===== src/rtl/spike_window_emitter_if.sv =====
// Ready/valid handshake carrying one spike vector per transfer.
//   in_valid : source has a window vector to hand over
//   in_ready : emitter will take in_vec on this rising edge
//   in_vec   : spike vector, in_vec[k]=1 -> spike at window time k
interface spike_window_emitter_if #(
  parameter int LEN = 8
);
  logic           in_valid;
  logic           in_ready;
  logic [0:LEN-1] in_vec;

  modport master (output in_valid, output in_vec, input  in_ready);
  modport slave  (input  in_valid, input  in_vec, output in_ready);
endinterface


===== src/rtl/spike_window_emitter.sv =====
// Turns a spatially encoded spike vector back into a temporal spike train:
// one vector bit per clock over an LEN-cycle window, with optional GAP idle
// clocks between windows. A new vector can be taken on the last window cycle
// (GAP=0) or the last gap cycle, so back-to-back windows have no bubble.
//   clk, rst_n : clock, async active-low reset
//   bus        : slave side of the in_valid/in_ready/in_vec handshake
//   spike_out  : vec[t] during window cycle t
//   win_start  : window cycle t=0      win_last : window cycle t=LEN-1
//   t_idx      : window time (0 outside EMIT)
//   busy       : in EMIT or GAP
//   first_t    : lowest set index of the accepted vector
//   first_vld  : accepted vector had at least one spike
module spike_window_emitter #(
  parameter int LEN   = 8,
  parameter int GAP   = 0,
  parameter int CNT_W = $clog2(LEN)
) (
  input  logic                  clk,
  input  logic                  rst_n,
  spike_window_emitter_if.slave bus,
  output logic                  spike_out,
  output logic                  win_start,
  output logic                  win_last,
  output logic [CNT_W-1:0]      t_idx,
  output logic                  busy,
  output logic [CNT_W-1:0]      first_t,
  output logic                  first_vld
);
  localparam int GW = (GAP > 1) ? $clog2(GAP) : 1;
  localparam logic [CNT_W-1:0] T_LAST = CNT_W'(LEN - 1);
  localparam logic [GW-1:0]    G_LAST = GW'((GAP > 0) ? GAP - 1 : 0);

  typedef enum logic [1:0] {S_IDLE, S_EMIT, S_GAP} state_t;

  state_t           state, state_n;
  logic [0:LEN-1]   vec,   vec_n;
  logic [CNT_W-1:0] t,     t_n;
  logic [GW-1:0]    gcnt,  gcnt_n;
  logic [CNT_W-1:0] ft,    ft_n;
  logic             fv,    fv_n;
  logic             rdy, xfer;
  logic [CNT_W-1:0] enc_t;
  logic             enc_v;

  // Lowest index wins: scan downward so the last hit is the smallest k.
  always_comb begin
    enc_t = '0;
    enc_v = |bus.in_vec;
    for (int k = LEN - 1; k >= 0; k--)
      if (bus.in_vec[k]) enc_t = CNT_W'(k);
  end

  // Ready comes from state/counters only, so no path from in_valid.
  always_comb begin
    rdy = 1'b0;
    case (state)
      S_IDLE:  rdy = 1'b1;
      S_EMIT:  rdy = (GAP == 0) && (t == T_LAST);
      S_GAP:   rdy = (gcnt == G_LAST);
      default: rdy = 1'b0;
    endcase
  end

  assign bus.in_ready = rdy;
  assign xfer         = bus.in_valid & rdy;

  always_comb begin
    state_n = state;
    vec_n   = vec;
    t_n     = t;
    gcnt_n  = gcnt;
    ft_n    = ft;
    fv_n    = fv;
    case (state)
      S_IDLE: ;
      S_EMIT: begin
        if (t == T_LAST) begin
          t_n = '0;
          if (GAP == 0) state_n = S_IDLE;
          else begin
            state_n = S_GAP;
            gcnt_n  = '0;
          end
        end else begin
          t_n = t + 1'b1;
        end
      end
      S_GAP: begin
        if (gcnt == G_LAST) state_n = S_IDLE;
        else                gcnt_n  = gcnt + 1'b1;
      end
      default: state_n = S_IDLE;
    endcase
    // A transfer only happens on ready cycles, all of which end the current
    // phase; it overrides the fall-back to IDLE with a fresh window.
    if (xfer) begin
      state_n = S_EMIT;
      vec_n   = bus.in_vec;
      t_n     = '0;
      gcnt_n  = '0;
      ft_n    = enc_t;
      fv_n    = enc_v;
    end
  end

  always_ff @(posedge clk or negedge rst_n) begin
    if (!rst_n) begin
      state <= S_IDLE;
      vec   <= '0;
      t     <= '0;
      gcnt  <= '0;
      ft    <= '0;
      fv    <= 1'b0;
    end else begin
      state <= state_n;
      vec   <= vec_n;
      t     <= t_n;
      gcnt  <= gcnt_n;
      ft    <= ft_n;
      fv    <= fv_n;
    end
  end

  assign spike_out = (state == S_EMIT) & vec[t];
  assign win_start = (state == S_EMIT) & (t == '0);
  assign win_last  = (state == S_EMIT) & (t == T_LAST);
  assign t_idx     = (state == S_EMIT) ? t : '0;
  assign busy      = (state != S_IDLE);
  assign first_t   = ft;
  assign first_vld = fv;
endmodule


===== src/flat_wrapper.sv =====
// flat-port wrapper written by rule: the top's interface ports become plain ports
module spike_window_emitter_flat 
#(
  parameter int LEN   = 8,
  parameter int GAP   = 0,
  parameter int CNT_W = $clog2(LEN)
)
  (clk, rst_n, spike_out, win_start, win_last, t_idx, busy, first_t, first_vld, bus_in_valid, bus_in_vec, bus_in_ready);
  spike_window_emitter_if #(.LEN(LEN)) bus_i ();
  input  logic clk;
  input  logic rst_n;
  output logic spike_out;
  output logic win_start;
  output logic win_last;
  output logic [CNT_W-1:0] t_idx;
  output logic busy;
  output logic [CNT_W-1:0] first_t;
  output logic first_vld;
  input wire logic [$bits(bus_i.in_valid)-1:0] bus_in_valid;
  input wire logic [$bits(bus_i.in_vec)-1:0] bus_in_vec;
  output wire logic [$bits(bus_i.in_ready)-1:0] bus_in_ready;
  assign bus_i.in_valid = bus_in_valid;
  assign bus_i.in_vec = bus_in_vec;
  assign bus_in_ready = bus_i.in_ready;
  spike_window_emitter #(.LEN(LEN), .GAP(GAP), .CNT_W(CNT_W)) u_core (.clk(clk), .rst_n(rst_n), .bus(bus_i), .spike_out(spike_out), .win_start(win_start), .win_last(win_last), .t_idx(t_idx), .busy(busy), .first_t(first_t), .first_vld(first_vld));
endmodule

===== config.mk =====
export PLATFORM = sky130hd
export DESIGN_NAME = spike_window_emitter_flat
export DESIGN_NICKNAME = d
export VERILOG_FILES = /design/src/rtl/spike_window_emitter_if.sv /design/src/rtl/spike_window_emitter.sv /design/src/flat_wrapper.sv
export SDC_FILE = /design/constraint.sdc
export NUM_CORES = 1
export LEC_CHECK = 0
export ABC_CLOCK_PERIOD_IN_PS = 2200
export BUFFER_PORTS_ARGS = -buffer_cell sky130_fd_sc_hd__buf_4
export CAP_MARGIN = 20
export CORE_UTILIZATION = 49
export DETAILED_ROUTE_END_ITERATION = 7
export PLACE_DENSITY = 0.87
export SLEW_MARGIN = 5
export SYNTH_ARGS = -nofsm -noshare
export SYNTH_HDL_FRONTEND = slang
export SYNTH_SLANG_ARGS = --single-unit

===== constraint.sdc =====
create_clock -name clk -period 2.2 [get_ports clk]
set_input_delay 0 -clock clk [delete_from_list [all_inputs] [get_ports clk]]
set_output_delay 0 -clock clk [all_outputs]
set_load 0.02 [all_outputs]

== Word level (Yosys, flattened, before mapping) ==
Cells that the tools add are included.
Cells by class
  add/sub/neg operators: 2
  $mul: 0
  divide/modulo/power cells: 0
  magnitude comparators: 1
  equal/unequal tests: 6
  shift-type cells: 0
  muxes and demuxes: 23
  bitwise logic cells: 6
  reduce and logical (&&, ||, !) cells: 7
Operator list (number)
  3-bit 2-to-1 mux: 12
  8-bit OR reduction: 1
  2-bit 2-to-1 mux: 3
  2-bit one-hot mux with 3 select lines: 1
  2-bit nonzero test: 3
  1-bit 2-to-1 mux: 5
  1-bit AND: 4
  4-bit >= comparator, second input constant: 1
  3-bit NOT with 4-bit output: 1
  3-bit by 1-bit adder with 3-bit output, second input constant: 1
  1-bit binary-select mux with 3-bit select: 1
  3-bit equality test, second input constant: 1
  3-bit logical NOT: 1
  3-bit by 1-bit != test with 1-bit output, second input constant: 1
  3-bit != test, second input constant: 1
  1-bit one-hot mux with 3 select lines: 1
  3-bit AND reduction: 1
  2-bit by 1-bit equality test with 1-bit output, second input constant: 1
  2-bit equality test, second input constant: 1
  2-bit logical NOT: 1
  2-bit by 1-bit != test with 1-bit output, second input constant: 1
  1-bit adder, second input constant: 1
  1-bit NOT: 1
Word-level totals
  register bits: 18
  bits in latches: 0
  RAM bits: 0
  ROM bits: 0
  input bits: 11
  output and inout port bits: 12
  memories: 0

== Depth between registers and ports, before layout ==
  depth after elaboration: 8
  mapped depth: 7
  depth with buffers taken out: 6

== Least setup slack after synthesis ==
Ideal clock, no wire load.
  kind: flip-flop to flip-flop
  from: register u_core.t[1]
  to: register u_core.vec[0] in the netlist's numbering
  library setup time: 125 ps
  arrival time: 1561 ps
  required time: 2075 ps
  slack: 514 ps
  stages on the path, launching flop included: 6
  buffers on the path: 0
  cells stage by stage: dfrtp_1 ha_1 ha_1 nand2b_2 nand2_4 mux2_2
Between the ends
  longest elaborated chain between the ends: 3
RTL lines
  start: declaration: RTL line spike_window_emitter.sv:37  | logic [CNT_W-1:0] t, t_n;
  start signal: assignment: RTL line spike_window_emitter.sv:117  | t <= t_n;
  3-bit equality test: RTL line spike_window_emitter.sv:58  | S_EMIT: rdy = (GAP == 0) && (t == T_LAST);
  1-bit one-hot mux with 3 select lines: RTL line spike_window_emitter.sv:56  | case (state)
  via bus_in_ready: RTL line flat_wrapper.sv:21  | output wire logic [$bits(bus_i.in_ready)-1:0] bus_in_ready;
  1-bit AND: RTL line spike_window_emitter.sv:65  | assign xfer = bus.in_valid & rdy;
  end signal: assignment: RTL line spike_window_emitter.sv:116  | vec <= vec_n;
  end: declaration: RTL line spike_window_emitter.sv:36  | logic [0:LEN-1] vec, vec_n;
The timed path passes the listed nets, and every way through them passes these cells.
A chain may end at the register's enable or synchronous reset.

== Worst setup path in the final report ==
  from: register u_core.t[0]
  to: register u_core.ft[1], in the netlist u_core.first_t[1]
Between the ends
  longest elaborated chain between the ends: 3
RTL lines
  3-bit equality test: RTL line spike_window_emitter.sv:58
  1-bit one-hot mux with 3 select lines: RTL line spike_window_emitter.sv:56
  1-bit AND: RTL line spike_window_emitter.sv:65
  end signal: assignment: RTL line spike_window_emitter.sv:119  | ft <= ft_n;
  end: declaration: RTL line spike_window_emitter.sv:39  | logic [CNT_W-1:0] ft, ft_n;
Every way passes these cells.

==> qor.log <==
INFO  timing         final-hold-violation-count=0
INFO  cts            h-tree-depth=1
INFO  route          remaining_drc_errors=0
INFO  power          share_seq_of_total_power=32.4%
INFO  place          buffer_ports.inserted=22
INFO  power          switching_share=40.86%
INFO  yosys          synth_area_leader_cell=dfrtp_1
INFO  place          placed_cell_area=998.5um^2
INFO  cts            clock_insertion_delay_worst_skew=0.31ns
INFO  worst_setup_path cpMostUsedCell=ha_1
INFO  worst_setup_path cp_num_buf_inv=1
INFO  cts            cts_buffers=3
INFO  yosys          synth.avg_cell_area=11.21um^2
INFO  route          routed_length_per_placed_instance=16.43um
INFO  worst_setup_path timing.critical_path.max_delay_family=buffers and inverters
INFO  power          leakage=0.5663nW
INFO  cells_and_area areaGrowthSynthToFinish=42.53%
INFO  route          dr_wl_met2=1.029mm
INFO  timing         min_period_over_period=96.38%
INFO  global_routing wire_length_of_the_first_global_routing_pass=3.194mm
INFO  timing         fin_crit=2.120ns
INFO  global_routing maximum_number_of_pins_on_one_net_before_global_route_repair=18
INFO  yosys          count_of_flip_flops_with_a_built_in_enable_after_synthesis=0
INFO  cells_and_area layout.filler_cells=97
INFO  timing         report.final.slew_viol_count=0
INFO  yosys          synthArstFlopShare=100.0%
INFO  global_routing track_usage=24.42%
INFO  yosys          ys_top_cells_by_count=16 x dfrtp_1, 10 x nand2_1, 6 x mux2_2
INFO  cells_and_area regArea=401.6um^2
INFO  power          intPower=1.004mW
INFO  power          p_switching=0.6938mW
INFO  worst_setup_path critPathKind=reg -> reg
INFO  yosys          synth_cell_types=29
INFO  worst_setup_path critPathArrivalTime=2.37ns
INFO  cts            tritoncts=built
INFO  die            die-area=0.001861mm^2
INFO  route          drt-met1-wl=879um
INFO  worst_setup_path cp_slowest_cell=dlygate4sd3_1
INFO  timing         timing.clock.skew=0.01219ns
INFO  min_path       min_path_type=in -> reg
INFO  die            fp.coreArea=0.001541mm^2
INFO  cells_and_area final_design_utilization=76.70%
INFO  power          comb_power_share=55.5%
INFO  yosys          synth_cells=74
INFO  yosys          synth.net_count=88
INFO  die            die-height=43.15um
INFO  cells_and_area antenna_cells_inserted=0
INFO  run            timing.max_cap.violations=0
INFO  outcome        outcome=finished clean
INFO  timing         rsz0062_at_grt=false
INFO  timing         maxSlewHeadroom=55.03%
INFO  yosys          yosys_most_used_dff=dfrtp_1
INFO  power          power_per_cell_area=1436mW/mm^2
INFO  timing         finalSetupViolations=0
INFO  route          ant_nets=0
INFO  timing         timing.setup.tns=0ns
INFO  die            floorplan.initialDensity=53.81%
INFO  power          share_clk_of_total_power=12.1%
INFO  worst_setup_path worst_setup_path_end_kind=flop
INFO  worst_setup_path critical_path.max_stage_delay=0.60ns
INFO  cts            cts.clk_slew.worst_paths=0.11ns
INFO  cells_and_area net_total_in_the_final_layout=127
INFO  cts            clockRootBuffer=clkbuf_4
INFO  die            number_of_top_level_pins=23
INFO  yosys          synth.ff_latch_count=16
INFO  global_routing first_global_vias=684
INFO  route          route.final.wire_length=2.103mm
INFO  yosys          yosys.cell_count.top_type=dfrtp_1
INFO  worst_setup_path timing.critical_path.fanout_max=17
INFO  worst_setup_path startpoint_type=flop
INFO  route          drt-vias-per-instance=5.320
INFO  cells_and_area post-route-cell-area=0.001182mm^2
INFO  timing         setup_ws=0.07965ns
INFO  timing         timing_worst_slew_pin_value=0.6684ns
INFO  cts            clk_path_buf_depth=2
INFO  power          max-vdd-ir-drop=1.002mV
INFO  cells_and_area multi_input_comb_area=410.4um^2
INFO  die            rows=14
INFO  route          drt_pre_antenna_iters=4
INFO  place          pre_cts_ws=0.4121ns
INFO  cts            cts.sink_count=16
INFO  yosys          ys_top_cells_by_area=dfrtp_1 48%, mux2_2 8.1%, mux4_2 5.4%
INFO  worst_setup_path path_cells=ha_1, ha_1, nand2b_2, nand2_8, nand2_1, o41ai_2, dlygate4sd3_1
INFO  global_routing globalRoute.totalOverflow=0
INFO  yosys          yosys_warnings=0
INFO  route          routed.top_layer=met4
INFO  route          via_count=681
INFO  route          wl_met3=107um
INFO  place          finalWeightedCongestion=0.7842
INFO  global_routing antenna_violations_before_repair=0
INFO  place          detailed_place_hpwl=1.302mm
INFO  die            die-width=43.15um
INFO  cells_and_area share_of_final_layout_standard_cells_stronger_than_drive_strength_1=39.29%
INFO  route          drtIter0Drc=16
INFO  yosys          synth_top_area_share=48.27%
INFO  worst_setup_path timing.critical_path.required=2.45ns
INFO  timing         fmax=0.4716GHz
INFO  yosys          syn_std_cell_area=829.5um^2
INFO  power          total_power=1.698mW
INFO  yosys          portion_of_the_post_synthesis_area_used_by_sequential_elements=48.27%
power groups by stage:
stage | sequential [mW] | clock (mW) | combinational [mW]
after floorplan | 0.531 | 0 | 0.548
after global placement | 0.537 | 0 | 0.782
after detailed placement | 0.545 | 0 | 0.814
after CTS | 0.538 | 0.204 | 0.842
after global routing | 0.562 | 0.222 | 1.02
final | 0.550 | 0.206 | 0.942
final timing paths:
check	cells after the start	endpoint	slack, ns	from
worst max-delay path	7	u_core.first_t[1]	0.08	u_core.t[0]
worst min-delay path	3	u_core.vec[6]	0.003	bus_in_vec[1]
worst max register to register	7	u_core.first_t[1]	0.08	u_core.t[0]
worst min register to register	2	u_core.first_t[2]	0.50	u_core.first_t[2]
max in group asynchronous	2	u_core.t[1]	1.92	rst_n
min in group asynchronous	2	u_core.first_vld	0.08	rst_n
metrics by stage:
step           hold WS (ns)  std cells
3_3_place_gp        -0.1360        110
4_1_cts            0.004122        124
3_5_place_dp        -0.1345        110
6_report           0.002801        128
2_1_floorplan       -0.2956         74
5_1_grt             0.02059        128
layout by cell type (no fill, tap or decap):
cell and instances:
nand2b_1 1, o41ai_2 1, or4_4 1, nand2_1 10, mux2_2 6, clkbuf_4 3
or3_1 1, o21ai_0 3, mux2i_1 1, clkbuf_8 1, o21a_1 1, o31ai_1 1
nand2b_2 1, buf_4 26, o22ai_1 2, a21oi_1 2, dfrtp_2 1, nand3_1 1
dlygate4sd3_1 10, dfrtp_1 15, o31a_1 1, nor4_1 1, mux4_2 2, nand2_8 1
ha_1 3, a21boi_0 1, nor3_1 2, inv_1 5, nor2_1 2, o31ai_2 1
and2_1 4, a2bb2oi_1 1
state kept, by name, summed over array words and instances, names as in the netlist:
name	flops
u_core.state	1
u_core.first_vld	1
u_core.first_t	3
u_core.vec	8
u_core.t	3
final cells by class:
cell class              instances  share of cell area (%)
multi-input cells              51                   34.71
inverters                       5                   1.587
repair buffers                 36                   24.97
well taps                      16                   1.693
flip-flops and latches         16                   33.97
clock buffers                   4                   3.069
worst min-delay path: cells and delay by family:
family / cells / cell delay (ns)
AOI/OAI and AO/OA: 1 / 0.09
buffers and inverters: 2 / 0.19
metal layers:
| metal | vias up | global-route usage [%] |
|---|---|---|
| met4 | 0 | 14.55 |
| met5 | - | 0 |
| met2 | 20 | 39.10 |
| met1 | 315 | 29.64 |
| li1 | 338 | - |
| met3 | 8 | 5.532 |
cell families (layout without fill, tap and decap cells):
logic type,count (synthesis),after routing,synth area share [%]
buffers and inverters,7,45,4.223
AOI/OAI and AO/OA,14,14,11.92
DFF,16,16,48.26
and+or+nand+nor,25,25,16.29
adders and majority gates,3,3,4.525
muxes,9,9,14.78
what timing repair did:
item                                   CTS  global route
endpoints found under the hold margin   28             0
setup buffers                            0             4
hold buffers                            10             0
setup endpoints to repair                0             1
gates resized for setup                  0             3
No activity file was read; power rests on OpenSTA's default activity.
